--- src/rtl/fitness_eval_ctrl_pkg.sv ---
// rtl/fitness_eval_ctrl_pkg.sv - shared state type, config address map and default widths
package fitness_eval_ctrl_pkg;

  typedef enum logic [2:0] {
    ST_IDLE,
    ST_LOAD,
    ST_EVAL,
    ST_DRAIN,
    ST_DONE
  } fec_state_e;

  // Config memory: self energies first, then the interaction matrix row-major
  localparam logic [3:0] SE_BASE  = 4'd0;
  localparam logic [3:0] IE_BASE  = 4'd3;
  localparam logic [3:0] CFG_LAST = 4'd11;

  localparam int DEF_NUM_PARTICLE_TYPE = 3;
  localparam int DEF_DATA_WIDTH        = 4;
  localparam int DEF_INDIVIDUAL_LENGTH = 22;
  localparam int DEF_SELF_FIT_LENGTH   = 10;
  localparam int DEF_POP_SIZE          = 50;
  localparam int DEF_IDX_WIDTH         = 8;

endpackage

--- src/rtl/fec_best_tracker.sv ---
// rtl/fec_best_tracker.sv - running minimum of evaluator energies; earliest result wins ties
module fec_best_tracker #(
  parameter int SELF_FIT_LENGTH = 10,
  parameter int IDX_WIDTH       = 8
) (
  input  logic                       clk_i,
  input  logic                       rst_n,
  input  logic                       clear_i,
  input  logic                       valid_i,
  input  logic [SELF_FIT_LENGTH-1:0] energy_i,
  input  logic [IDX_WIDTH-1:0]       idx_i,
  output logic [SELF_FIT_LENGTH-1:0] best_energy_o,
  output logic [IDX_WIDTH-1:0]       best_idx_o
);

  always_ff @(posedge clk_i or negedge rst_n) begin
    if (!rst_n) begin
      best_energy_o <= '1;
      best_idx_o    <= '0;
    end else if (clear_i) begin
      best_energy_o <= '1;
      best_idx_o    <= '0;
    end else if (valid_i && (energy_i < best_energy_o)) begin
      best_energy_o <= energy_i;
      best_idx_o    <= idx_i;
    end
  end

endmodule

--- src/rtl/fitness_eval_ctrl.sv ---
// rtl/fitness_eval_ctrl.sv - sequences config load, population issue and fitness writeback
// Optional best-fitness tracking is built when FEC_BEST_TRACK_EN is defined.
module fitness_eval_ctrl
  import fitness_eval_ctrl_pkg::*;
#(
  parameter int NUM_PARTICLE_TYPE = DEF_NUM_PARTICLE_TYPE,
  parameter int DATA_WIDTH        = DEF_DATA_WIDTH,
  parameter int INDIVIDUAL_LENGTH = DEF_INDIVIDUAL_LENGTH,
  parameter int SELF_FIT_LENGTH   = DEF_SELF_FIT_LENGTH,
  parameter int POP_SIZE          = DEF_POP_SIZE,
  parameter int IDX_WIDTH         = DEF_IDX_WIDTH
) (
  input  logic                         clk_i,
  input  logic                         rst_n,
  input  logic                         start_i,
  input  logic                         pause_i,
  output logic                         busy_o,
  output logic                         done_o,
  output logic                         cfg_rd_o,
  output logic [3:0]                   cfg_addr_o,
  input  logic [DATA_WIDTH-1:0]        cfg_data_i,
  output logic                         pop_rd_o,
  output logic [IDX_WIDTH-1:0]         pop_addr_o,
  input  logic [INDIVIDUAL_LENGTH-1:0] pop_data_i,
  output logic                         ev_wr_se_o,
  output logic                         ev_wr_ie_o,
  output logic                         ev_in_valid_o,
  output logic [DATA_WIDTH-1:0]        ev_self_energy_o,
  output logic [DATA_WIDTH-1:0]        ev_interact_energy_o,
  output logic [INDIVIDUAL_LENGTH-1:0] ev_individual_o,
  output logic [IDX_WIDTH-1:0]         ev_idx_o,
  input  logic                         ev_out_valid_i,
  input  logic [SELF_FIT_LENGTH-1:0]   ev_energy_i,
  input  logic [IDX_WIDTH-1:0]         ev_idx_i,
  output logic                         fit_we_o,
  output logic [IDX_WIDTH-1:0]         fit_addr_o,
  output logic [SELF_FIT_LENGTH-1:0]   fit_data_o,
  output logic [SELF_FIT_LENGTH-1:0]   best_energy_o,
  output logic [IDX_WIDTH-1:0]         best_idx_o
);

  localparam logic [3:0] LOAD_LAST =
    4'(int'(IE_BASE) + NUM_PARTICLE_TYPE * NUM_PARTICLE_TYPE - 1);
  localparam logic [IDX_WIDTH-1:0] LAST_IDX = IDX_WIDTH'(POP_SIZE - 1);
  localparam logic [IDX_WIDTH-1:0] POP_CNT  = IDX_WIDTH'(POP_SIZE);

  fec_state_e           state;
  logic [IDX_WIDTH-1:0] issue_idx;
  logic [IDX_WIDTH-1:0] result_cnt;
  logic                 start_accept;
  logic                 result_accept;

  assign start_accept  = (state == ST_IDLE) && start_i;
  assign result_accept = (state != ST_IDLE) && ev_out_valid_i;

  always_ff @(posedge clk_i or negedge rst_n) begin
    if (!rst_n) begin
      state      <= ST_IDLE;
      busy_o     <= 1'b0;
      done_o     <= 1'b0;
      cfg_rd_o   <= 1'b0;
      cfg_addr_o <= '0;
      pop_rd_o   <= 1'b0;
      pop_addr_o <= '0;
      issue_idx  <= '0;
    end else begin
      done_o <= 1'b0;
      case (state)
        ST_IDLE: begin
          if (start_i) begin
            state      <= ST_LOAD;
            busy_o     <= 1'b1;
            cfg_rd_o   <= 1'b1;
            cfg_addr_o <= SE_BASE;
            pop_addr_o <= '0;
            issue_idx  <= '0;
          end
        end
        ST_LOAD: begin
          if (cfg_addr_o == LOAD_LAST) begin
            cfg_rd_o <= 1'b0;
            state    <= ST_EVAL;
          end else begin
            cfg_addr_o <= cfg_addr_o + 4'd1;
          end
        end
        ST_EVAL: begin
          // A paused cycle issues nothing and leaves the presented address in place
          if (!pause_i) begin
            pop_rd_o   <= 1'b1;
            pop_addr_o <= issue_idx;
            issue_idx  <= issue_idx + 1'b1;
            if (issue_idx == LAST_IDX) state <= ST_DRAIN;
          end else begin
            pop_rd_o <= 1'b0;
          end
        end
        ST_DRAIN: begin
          pop_rd_o <= 1'b0;
          if (result_cnt == POP_CNT) begin
            state  <= ST_DONE;
            done_o <= 1'b1;
          end
        end
        ST_DONE: begin
          state  <= ST_IDLE;
          busy_o <= 1'b0;
        end
        default: state <= ST_IDLE;
      endcase
    end
  end

  always_ff @(posedge clk_i or negedge rst_n) begin
    if (!rst_n) begin
      result_cnt <= '0;
    end else if (start_accept) begin
      result_cnt <= '0;
    end else if (result_accept) begin
      result_cnt <= result_cnt + 1'b1;
    end
  end

  // Read data arrives the cycle after the request, so strobes trail the reads by one
  always_ff @(posedge clk_i or negedge rst_n) begin
    if (!rst_n) begin
      ev_wr_se_o    <= 1'b0;
      ev_wr_ie_o    <= 1'b0;
      ev_in_valid_o <= 1'b0;
      ev_idx_o      <= '0;
      fit_we_o      <= 1'b0;
      fit_addr_o    <= '0;
      fit_data_o    <= '0;
    end else begin
      ev_wr_se_o    <= cfg_rd_o && (cfg_addr_o < IE_BASE);
      ev_wr_ie_o    <= cfg_rd_o && (cfg_addr_o >= IE_BASE);
      ev_in_valid_o <= pop_rd_o;
      ev_idx_o      <= pop_addr_o;
      fit_we_o      <= result_accept;
      if (result_accept) begin
        fit_addr_o <= ev_idx_i;
        fit_data_o <= ev_energy_i;
      end
    end
  end

  assign ev_self_energy_o     = ev_wr_se_o ? cfg_data_i : '0;
  assign ev_interact_energy_o = ev_wr_ie_o ? cfg_data_i : '0;
  assign ev_individual_o      = ev_in_valid_o ? pop_data_i : '0;

`ifdef FEC_BEST_TRACK_EN
  fec_best_tracker #(
    .SELF_FIT_LENGTH(SELF_FIT_LENGTH),
    .IDX_WIDTH      (IDX_WIDTH)
  ) u_best_tracker (
    .clk_i        (clk_i),
    .rst_n        (rst_n),
    .clear_i      (start_accept),
    .valid_i      (result_accept),
    .energy_i     (ev_energy_i),
    .idx_i        (ev_idx_i),
    .best_energy_o(best_energy_o),
    .best_idx_o   (best_idx_o)
  );
`else
  assign best_energy_o = '0;
  assign best_idx_o    = '0;
`endif

endmodule

--- config.mk ---
export PLATFORM = sky130hd
export DESIGN_NAME = fitness_eval_ctrl
export DESIGN_NICKNAME = d
export VERILOG_FILES = /design/src/rtl/fitness_eval_ctrl_pkg.sv /design/src/rtl/fec_best_tracker.sv /design/src/rtl/fitness_eval_ctrl.sv
export SDC_FILE = /design/constraint.sdc
export NUM_CORES = 1
export LEC_CHECK = 0
export CAP_MARGIN = 20
export CORE_MARGIN = 4
export CORE_UTILIZATION = 35
export DETAILED_ROUTE_END_ITERATION = 16
export PLACE_DENSITY = 0.81
export SYNTH_ARGS = -nofsm -noshare
export SYNTH_HDL_FRONTEND = slang
export SYNTH_HIERARCHICAL = 1
export SYNTH_SLANG_ARGS = --single-unit
--- constraint.sdc ---
create_clock -name clk_i -period 2.1 [get_ports clk_i]
set_input_delay 0.315 -clock clk_i [delete_from_list [all_inputs] [get_ports clk_i]]
set_output_delay 0.315 -clock clk_i [all_outputs]
set_load 0.005 [all_outputs]
==> flow_summary_export.csv <==
group,metric,value,unit
sta,max-slew-margin-rel,36.5,%
floorplanning,floorplan.initialDensity,36.1,%
critical_path,worstSetupEndpoint,"result_cnt[6]",
synth,dominantRegCellSynth,"dfrtp_1",
global_routing,number_of_antenna_violations_at_the_first_check_in_global_routing,0,
synth,synth_edf_count,0,
final_layout,num_antenna_cells,0,
sta,rsz0062_at_grt,"no",
detailed_routing,drc_errors,0,
placement,port_buffers,124,
floorplanning,chipHeight,100,um
final_layout,utilization_after_layout,55.1,%
clock_tree,tritoncts,"yes",
placement,dp_hpwl,5600,um
clock_tree,cts-root-buf,"clkbuf_8",
worst_hold_path,hold_path_startpoint,"pop_addr_o[2]",
critical_path,worst_ep_arrival_time,2120,ps
final_layout,area.growth.synth_to_final,52.7,%
clock_tree,cts_sinks,65,
run_status,status,"finished clean",
global_routing,maximum_number_of_pins_on_one_net_before_global_route_repair,66,
synth,synth_top_area_share,54.9,%
detailed_routing,antenna_viol_nets_final,0,
global_routing,grt_first_pass_wirelength,11800,um
run,max_cap_violations,0,
sta,max_freq,529,MHz
synth,synth.top_cells.by_area,"dfrtp_1 55%, nand2_1 10%, and2_1 7.0%",
detailed_routing,dr.first_iter.drc_count,142,
floorplanning,core-area,0.00822,mm^2
detailed_routing,routed_wire_length_per_instance,13.2,um
final_layout,post_route_cell_area,0.00453,mm^2
global_routing,gr-usage-all-layers,14.9,%
pwr,power_density,987,mW/mm^2
clock_tree,cts_htree_levels,3,
synth,asyncSetResetFlopFracSynth,100,%
critical_path,crit_slowest_cell,"o311ai_0",
detailed_routing,drt_wl_total,7330,um
detailed_routing,via_per_inst,4.59,
placement,gp_congestion,0.820,
floorplanning,floorplan.io_pins,143,
synth,post_synth_inst_count,314,
placement,post_dp_cell_area,0.00430,mm^2
synth,yosysSeqAreaShare,54.9,%
clock_tree,ctsLongestPathBuffers,2,
critical_path,worstPathRequired,2340,ps
synth,netlist.top_cell.by_area,"dfrtp_1",
sta,finalCriticalPeriod,1890,ps
critical_path,rrSetupSlack,210,ps
synth,syn_area,0.00297,mm^2
detailed_routing,tritonroute_pass_1_iters,4,
floorplanning,die_area,0.0100,mm^2
final_layout,finish.net_count,499,
critical_path,critPathLaunch,"state[0]",
critical_path,crit_reg_reg_endpoint,"result_cnt[6]",
sta,finalSetupViolCount,0,
floorplanning,rows,33,
pwr,max-vdd-ir-drop,579,uV
synth,number_of_synthesized_register_bits,65,
critical_path,endpoint_kind,"register",
critical_path,r2r_start,"state[0]",
sta,timing_hold_violations_final,0,
synth,yosys_warnings,6,
sta,period_share,90.0,%
detailed_routing,vias,2549,
clock_tree,worst_setup_hold_path_clk_slew,70,ps
synth,synth.lib_cells_used.distinct,34,
critical_path,worst-setup-path-type,"reg -> reg",
synth,synthesis.area_per_instance,9.44,um^2
sta,worst_pin_slew,941,ps
final_layout,post_route_cells_drive_above_1_share,6.44,%
global_routing,global_route.overflow_total,0,
clock_tree,clock_latency_on_the_worst_skew_pair,340,ps
clock_tree,cts_inserted_buffers,9,
critical_path,setup.worst_path.start_class,"register",
critical_path,reg2regPathDepth,4,
floorplanning,die-width,100,um
pwr,leakagePower,0.00201,uW
sta,drv_slew,0,
clock_tree,post-cts-setup-buffers,0,
critical_path,cp_slowest_stage_delay,870,ps
global_routing,grt_pass1_vias,2539,
sta,totalNegativeSetupSlack,0,ps
worst_hold_path,hp-class,"reg -> reg",
critical_path,critical_path_fanout_max,12,
sta,finClkSkew,7.30,ps
critical_path,crit_path_cell_trace,"o311ai_0 -> nor3_1 -> xnor2_1 -> nor2_1",
## cell families after synthesis
group / share of synthesized area, %
XOR/XNOR: 3.25
AO/OA/AOI/OAI: 5.36
flip-flops: 54.9
buffers and inverters: 7.00
AND/OR/NAND/NOR: 27.3
adder cells (fa/ha/maj): 2.11
other: 0.126
## power breakdown
part,internal (uW),switching [uW]
registers,1550,299
logic,897,561
clock network,665,494
## what timing repair did
item                                    in CTS  in global routing
endpoints found under the setup margin       0                 22
hold buffers                                 1                  0
resized for setup                            0                  1
hold endpoints to repair                    65                  0
## how the worst min path moves through the flow
stage | to | slack [ps] | cells after the start
final | ev_idx_o[2] | 400 | 0
after global routing | ev_idx_o[6] | 420 | 0
after CTS | ev_idx_o[0] | 400 | 0
after detailed placement | ev_idx_o[4] | 360 | 2
after global placement | ev_idx_o[4] | 360 | 2
after floorplan | busy_o | 20 | 0
## sequential cells by signal (all words and copies together), names as in the netlist, 3 cells and up
| name | cells |
|---|---|
| cfg_addr_o | 4 |
| ev_idx_o | 8 |
| fit_addr_o | 8 |
| fit_data_o | 10 |
| issue_idx | 8 |
| pop_addr_o | 8 |
| result_cnt | 8 |
| state | 3 |
## layout by cell type (no fill, tap or decap), drive strengths merged, types with 4 or more instances in the layout
master / n
and2: 33
dfrtp: 65
nand3: 11
clkdlybuf4s50: 123
nand2: 81
a21oi: 4
xor2: 4
clkinvlp: 4
clkbuf: 9
nor2: 16
xnor2: 7
buf: 10
inv: 4
nor3: 10
nand4: 5
conb: 18
ha: 5
o21ai: 18
## synthesized netlist by cell type, types with 2 or more instances
cell type and number:
nor4_1 2, nor2_1 16, xnor2_1 7, nand2_1 81
nand3_1 11, o21ai_0 18, dfrtp_1 65, o311ai_0 2
xor2_1 4, and2_1 33, nand4_1 5, clkbuf_1 7
and3_1 2, buf_4 19, ha_1 5, nor3_1 10
a21oi_1 4, inv_1 4, buf_2 4
## layer usage
metal	track usage (%)	wire length, um
met5	0	0
met2	26.4	3770
met4	2.80	39
met1	16.3	2790
met3	7.09	740
## critical path: cells and delay by family, from the launching register on
kind	cells	cell delay, ps
AO/OA/AOI/OAI	1	870
flip-flops	1	500
XOR/XNOR	1	220
AND/OR/NAND/NOR	2	200
## cell type report
class / instances / area (um^2)
fillers: 745 / 3690
flip-flops and latches: 65 / 1630
repair buffers: 134 / 1340
multi-input cells: 231 / 1190
well taps: 105 / 131
clock buffers: 9 / 124
clock inverters: 7 / 95.1
inverters: 4 / 15.0
## per-stage QoR
step           total power [uW]  setup WS, ps  hold slack [ps]  std cells
6_report                   4470           211              399        555
5_1_grt                    4780          51.4              421        555
4_1_cts                    4530          66.4              405        555
3_5_place_dp               3350          99.5              359        538
3_3_place_gp               3300           172              356        538
2_1_floorplan              2450           392             19.4        331
Note: power is estimated with default switching activity, not from simulation.
==> patch 1: new RTL, same settings <==
The 5 states of `fec_state_e` get a Gray code encoding in 3 bits.
--- a/src/rtl/fitness_eval_ctrl_pkg.sv
+++ b/src/rtl/fitness_eval_ctrl_pkg.sv
@@ -4,7 +4,7 @@
   typedef enum logic [2:0] {
-    ST_IDLE,
-    ST_LOAD,
-    ST_EVAL,
-    ST_DRAIN,
-    ST_DONE
+    ST_IDLE  = 3'b000,
+    ST_LOAD  = 3'b001,
+    ST_EVAL  = 3'b011,
+    ST_DRAIN = 3'b010,
+    ST_DONE  = 3'b110
   } fec_state_e;
Behaviour: no difference found for any inputs over 10 cycles, from zero or initial values and one cycle with rst_n low; not proved beyond that.
==> patch 1 against the unedited design <==
Worst hold slack better by 0.0067 ns. Critical path type is now register to output pin. Clock skew is 0.0080 ns higher. Largest power group unchanged. Design area rose by 0.86%. Worst setup slack got worse by 0.018 ns. Power down 0.21%. Wire length increased by 11%. Sequential cell count stayed put. Synthesized area rose by 2.1%. Largest cell class unchanged.
==> patch 1: results (changes against the unedited design) <==
Outcome
  – Status: completed (unchanged)

Clock network
  – Root Buffer: clkbuf_8 (unchanged)
  – H-tree depth: 3 (unchanged)
  – Max clock buf depth: 2 (unchanged)
  – TritonCTS Buffers: 9 (unchanged)
  – Setup bufs post-CTS: 0 (unchanged)
  – Skew-Pair Late Insertion Delay: 0.34 ns (about the same)
  – Clock Pin Slew Worst Setup and Hold Paths: 0.07 ns (about the same)

Detailed routing
  – 1st-iter DRT viols: 130 (was 142)
  – Via count: 2,607 (was 2,549)
  – Drt first pass iters: 4 (unchanged)
  – Wire per inst: 15.05 um (was 13.21 um)

Worst setup path
  – CP max stage delay: 0.57 ns (was 0.87 ns)
  – Crit path max fanout: 23 (was 12)
  – Slowest cell on the critical path: clkdlybuf4s50_1 (was o311ai_0)
  – Worst path arrival time: 1.59 ns (was 2.12 ns)
  – Flop-to-flop setup slack: 0.27 ns (was 0.21 ns)
  – Delay-heaviest family, CP: buffers and inverters (was compound AO/OA/AOI/OAI gates)

Place
  – Dpl ws: 0.1785 ns (was 0.09955 ns)
  – Port Buf Inserts: 124 (unchanged)
  – Post-DP HPWL: 6053 um (was 5597 um)
  – RD Place Congestion: 0.8781 (was 0.8201)

Global route
  – Initial antenna violation count: 0 (unchanged)
  – Vias in the first global route: 2,546 (was 2,539)
  – Largest net degree at the start of global routing: 66 (unchanged)
  – First-pass GRT wire length: 12,600 um (was 11,820 um)
  – Tot GR Track Use: 0.1576 (was 0.1486)

Finish
  – NumNets Final: 483 (was 499)
  – Top reg by flops: fit_data_o (unchanged)
  – Diodes inserted: 0 (unchanged)
  – Layout cells sized above 1: 0.08295 (was 0.06444)
  – Max reg flops: 10 (unchanged)
  – Fill cells: 705 (was 745)

Synthesis
  – Ys Warns: 6 (unchanged)
  – Area contributors post-synth: dfrtp_1, nand2_1, and2_1 (unchanged)
  – Post-synth ARST share: 1.000 (unchanged)
  – Sequential area share after synthesis: 0.5372 (was 0.5485)
  – Top FF cell, synth: dfrtp_1 (unchanged)
  – Most frequent cells after synthesis: dfrtp_1, nand2_1, and2_1, buf_4, a22o_1 (was nand2_1, dfrtp_1, and2_1, buf_4, o21ai_0)
  – Post-synthesis cell type count: 40 (was 34)

Timing
  – Worst-Margin Slew: 0.5385 ns (was 0.9410 ns)
  – Fin crit period: 1.907 ns (was 1.889 ns)
  – Clock skew: 0.01533 ns (was 0.007300 ns)

Min path
  – Hold WC Path Type: register to register (unchanged)

Power and ir drop
  – Leak pwr: 2.008 nW (was 2.009 nW)
  – Maximum vdd drop: 432.0 uV (was 578.7 uV)
patch 1: changes by cell type after synthesis, sizes merged, moves of 4 or more:
cell   delta
mux2i     +4
nor2     -11
a22o     +12
or4       +4
xor2      -4
o31ai     +5
o21ai     -7
a21oi     +6
xnor2     -7
nand2    -16
nor3      -5
patch 1: final timing paths:
kind,startpoint,end,cells after the start
hold / removal,pop_addr_o[3],ev_idx_o[3],0
setup / recovery,ev_in_valid_o,ev_individual_o[21],2
hold reg to reg,pop_addr_o[3],ev_idx_o[3],0
min in group asynchronous,rst_n,pop_addr_o[4],3
setup reg to reg,state[0],result_cnt[2],4
max in group asynchronous,rst_n,ev_in_valid_o,3
patch 1: metal layers:
layer,part of all wire,up-vias,GRT usage,wire (um)
li1,-,1241,-,-
met1,0.37,1235,0.1765,2996
met2,0.52,113,0.2820,4253
met3,0.089,18,0.04637,725
met4,0.017,0,0.05828,135
met5,0,-,0,0
patch 1: metrics by stage:
stage	cells	hold slack [ns]	instance area [um2]	power [mW]
finish	539	0.4057	4566	4.457
global route	539	0.4383	4566	4.772
CTS	539	0.4074	4566	4.527
detailed placement	522	0.3681	4354	3.430
global placement	522	0.3561	4354	3.376
floorplan	315	0.01941	3092	2.489
patch 1: kinds of logic after synthesis:
logic type,Yosys count,share of synthesized area
multiplexers,7,0.02438
AND/OR/NAND/NOR,139,0.2459
other,1,0.001238
AO/OA/AOI/OAI,43,0.09794
flip-flops,65,0.5372
buffers and inverters,38,0.07273
adder cells (fa/ha/maj),5,0.02066
patch 1: what timing repair did:
action / CTS / global route
endpoints found under the hold margin: 53 / 0
resized for setup: 1 / 0
setup endpoints to repair: 1 / 0
hold buffers: 1 / 0
patch 1: layout make-up:
| cell class | count | area share |
|---|---|---|
| Clock inverter | 7 | 0.01672 |
| Sequential cell | 65 | 0.3565 |
| Clock buffer | 9 | 0.02713 |
| Multi-Input combinational cell | 212 | 0.2746 |
| Inverter | 7 | 0.005755 |
| Tap cell | 105 | 0.02877 |
| Timing Repair Buffer | 134 | 0.2905 |
patch 1: where the power goes:
part           leakage [nW]  internal, mW  total (mW)  switching [mW]
clock network        0.0966         0.558        1.07           0.509
logic                  1.10         0.943        1.51           0.563
registers             0.811          1.54        1.88           0.345
==> patch 2: new RTL, config.mk and constraints unchanged <==
Made on the original files. Change the package constant `DEF_SELF_FIT_LENGTH` from 10 to 9.
--- a/src/rtl/fitness_eval_ctrl_pkg.sv
+++ b/src/rtl/fitness_eval_ctrl_pkg.sv
@@ -19,3 +19,3 @@
   localparam int DEF_INDIVIDUAL_LENGTH = 22;
-  localparam int DEF_SELF_FIT_LENGTH   = 10;
+  localparam int DEF_SELF_FIT_LENGTH   = 9;
   localparam int DEF_POP_SIZE          = 50;
Ports: changed (resized best_energy_o, ev_energy_i and fit_data_o); port bits go from 143 to 140. The function was not compared with the original's and may differ.
==> patch 2 against the unedited design <==
Design area decreased by 0.47%. Highest routed layer unchanged. Wire length increased by 5.3%. Power increased by 2.1%. Clock skew decreased by 0.00069 ns. Synthesized area increased by 0.76%. Critical path type unchanged. Worst setup slack got worse by 0.028 ns. Sequential cell count decreased by 1.
==> patch 2: results (changes against the unedited design) <==
Worst setup path
  – R2r startpoint: state[1] (was state[0])
  – Capturing point of the worst reg2reg path: issue_idx[7] (was result_cnt[6])
  – Worst reg2reg path depth: 3 (was 4)
  – Flop-to-flop setup slack: 0.18 ns (was 0.21 ns)
  – CP max stage delay: 0.58 ns (was 0.87 ns)

Power and ir drop
  – Maximum vdd drop: 439.5 uV (was 578.7 uV)

Global route
  – First-pass GRT wire length: 12,100 um (was 11,820 um)
  – Met2 usage: 0.2752 (was 0.2637)
  – Tot GR Track Use: 0.1539 (was 0.1486)
  – Vias in the first global route: 2,476 (was 2,539)

Finish
  – Multi-input gate share of total cell area: 0.2766 (was 0.2640)
  – Register area: 1603 um2 (was 1628 um2)
  – Non-clk invs: 8 (was 4)
  – Non-clock buffer share of cell area: 0.2933 (was 0.2957)
  – Max reg flops: 9 (was 10)

Synthesis
  – Xor and xnor area share after synthesis: 0 (was 0.03249)
  – Mux share of post-synthesis cell area: 0.03769 (was 0)
  – Syn Inst Count: 294 (was 314)
  – Post-synthesis cell type count: 41 (was 34)
  – Post-Synth Adder-Cell Area: 0.02094 (was 0.02110)
  – Sequential area share after synthesis: 0.5360 (was 0.5485)

Detailed routing
  – Vias/cell: 4.743 (was 4.593)
  – 1st-iter DRT viols: 82 (was 142)

Timing
  – Hold WS: 0.4079 ns (was 0.3990 ns)
  – Clock skew: 0.006608 ns (was 0.007300 ns)

Place
  – Port Buf Inserts: 122 (was 124)
  – Post-DP Area: 4320 um2 (was 4297 um2)
  – Post-DP HPWL: 6035 um (was 5597 um)

Outcome
  – Status: completed (unchanged)

Clock network
  – CTS Sinks: 64 (was 65)
## patch 2: power by group
group,internal (mW),switching (mW),total (mW)
sequential,1.53,0.307,1.84
combinational,1.10,0.702,1.80
clock,0.427,0.492,0.919
## patch 2: repair_timing
| item | 4_1_cts | 5_1_grt |
|---|---|---|
| endpoints found under the setup margin | 0 | 15 |
| hold buffers | 1 | 0 |
| resized for setup | 0 | 1 |
| endpoints found under the hold margin | 64 | 0 |
## patch 2: worst register-to-register path, cell delays in order (launching register included)
cell and delay [ns]:
dfrtp_1 0.58, or4b_4 0.57, or4_1 0.52, a21oi_1 0.17
## patch 2: how the worst max path moves through the flow
stage / from / to / slack [ns] / cells after the start
floorplan: result_cnt[0] / state[1] / 0.39 / 5
global placement: pause_i / issue_idx[7] / 0.04 / 4
detailed placement: pause_i / issue_idx[7] / 0.002 / 4
CTS: ev_in_valid_o / ev_individual_o[16] / 0.11 / 2
global route: state[0] / fit_addr_o[3] / 0.02 / 5
finish: state[1] / issue_idx[7] / 0.18 / 3
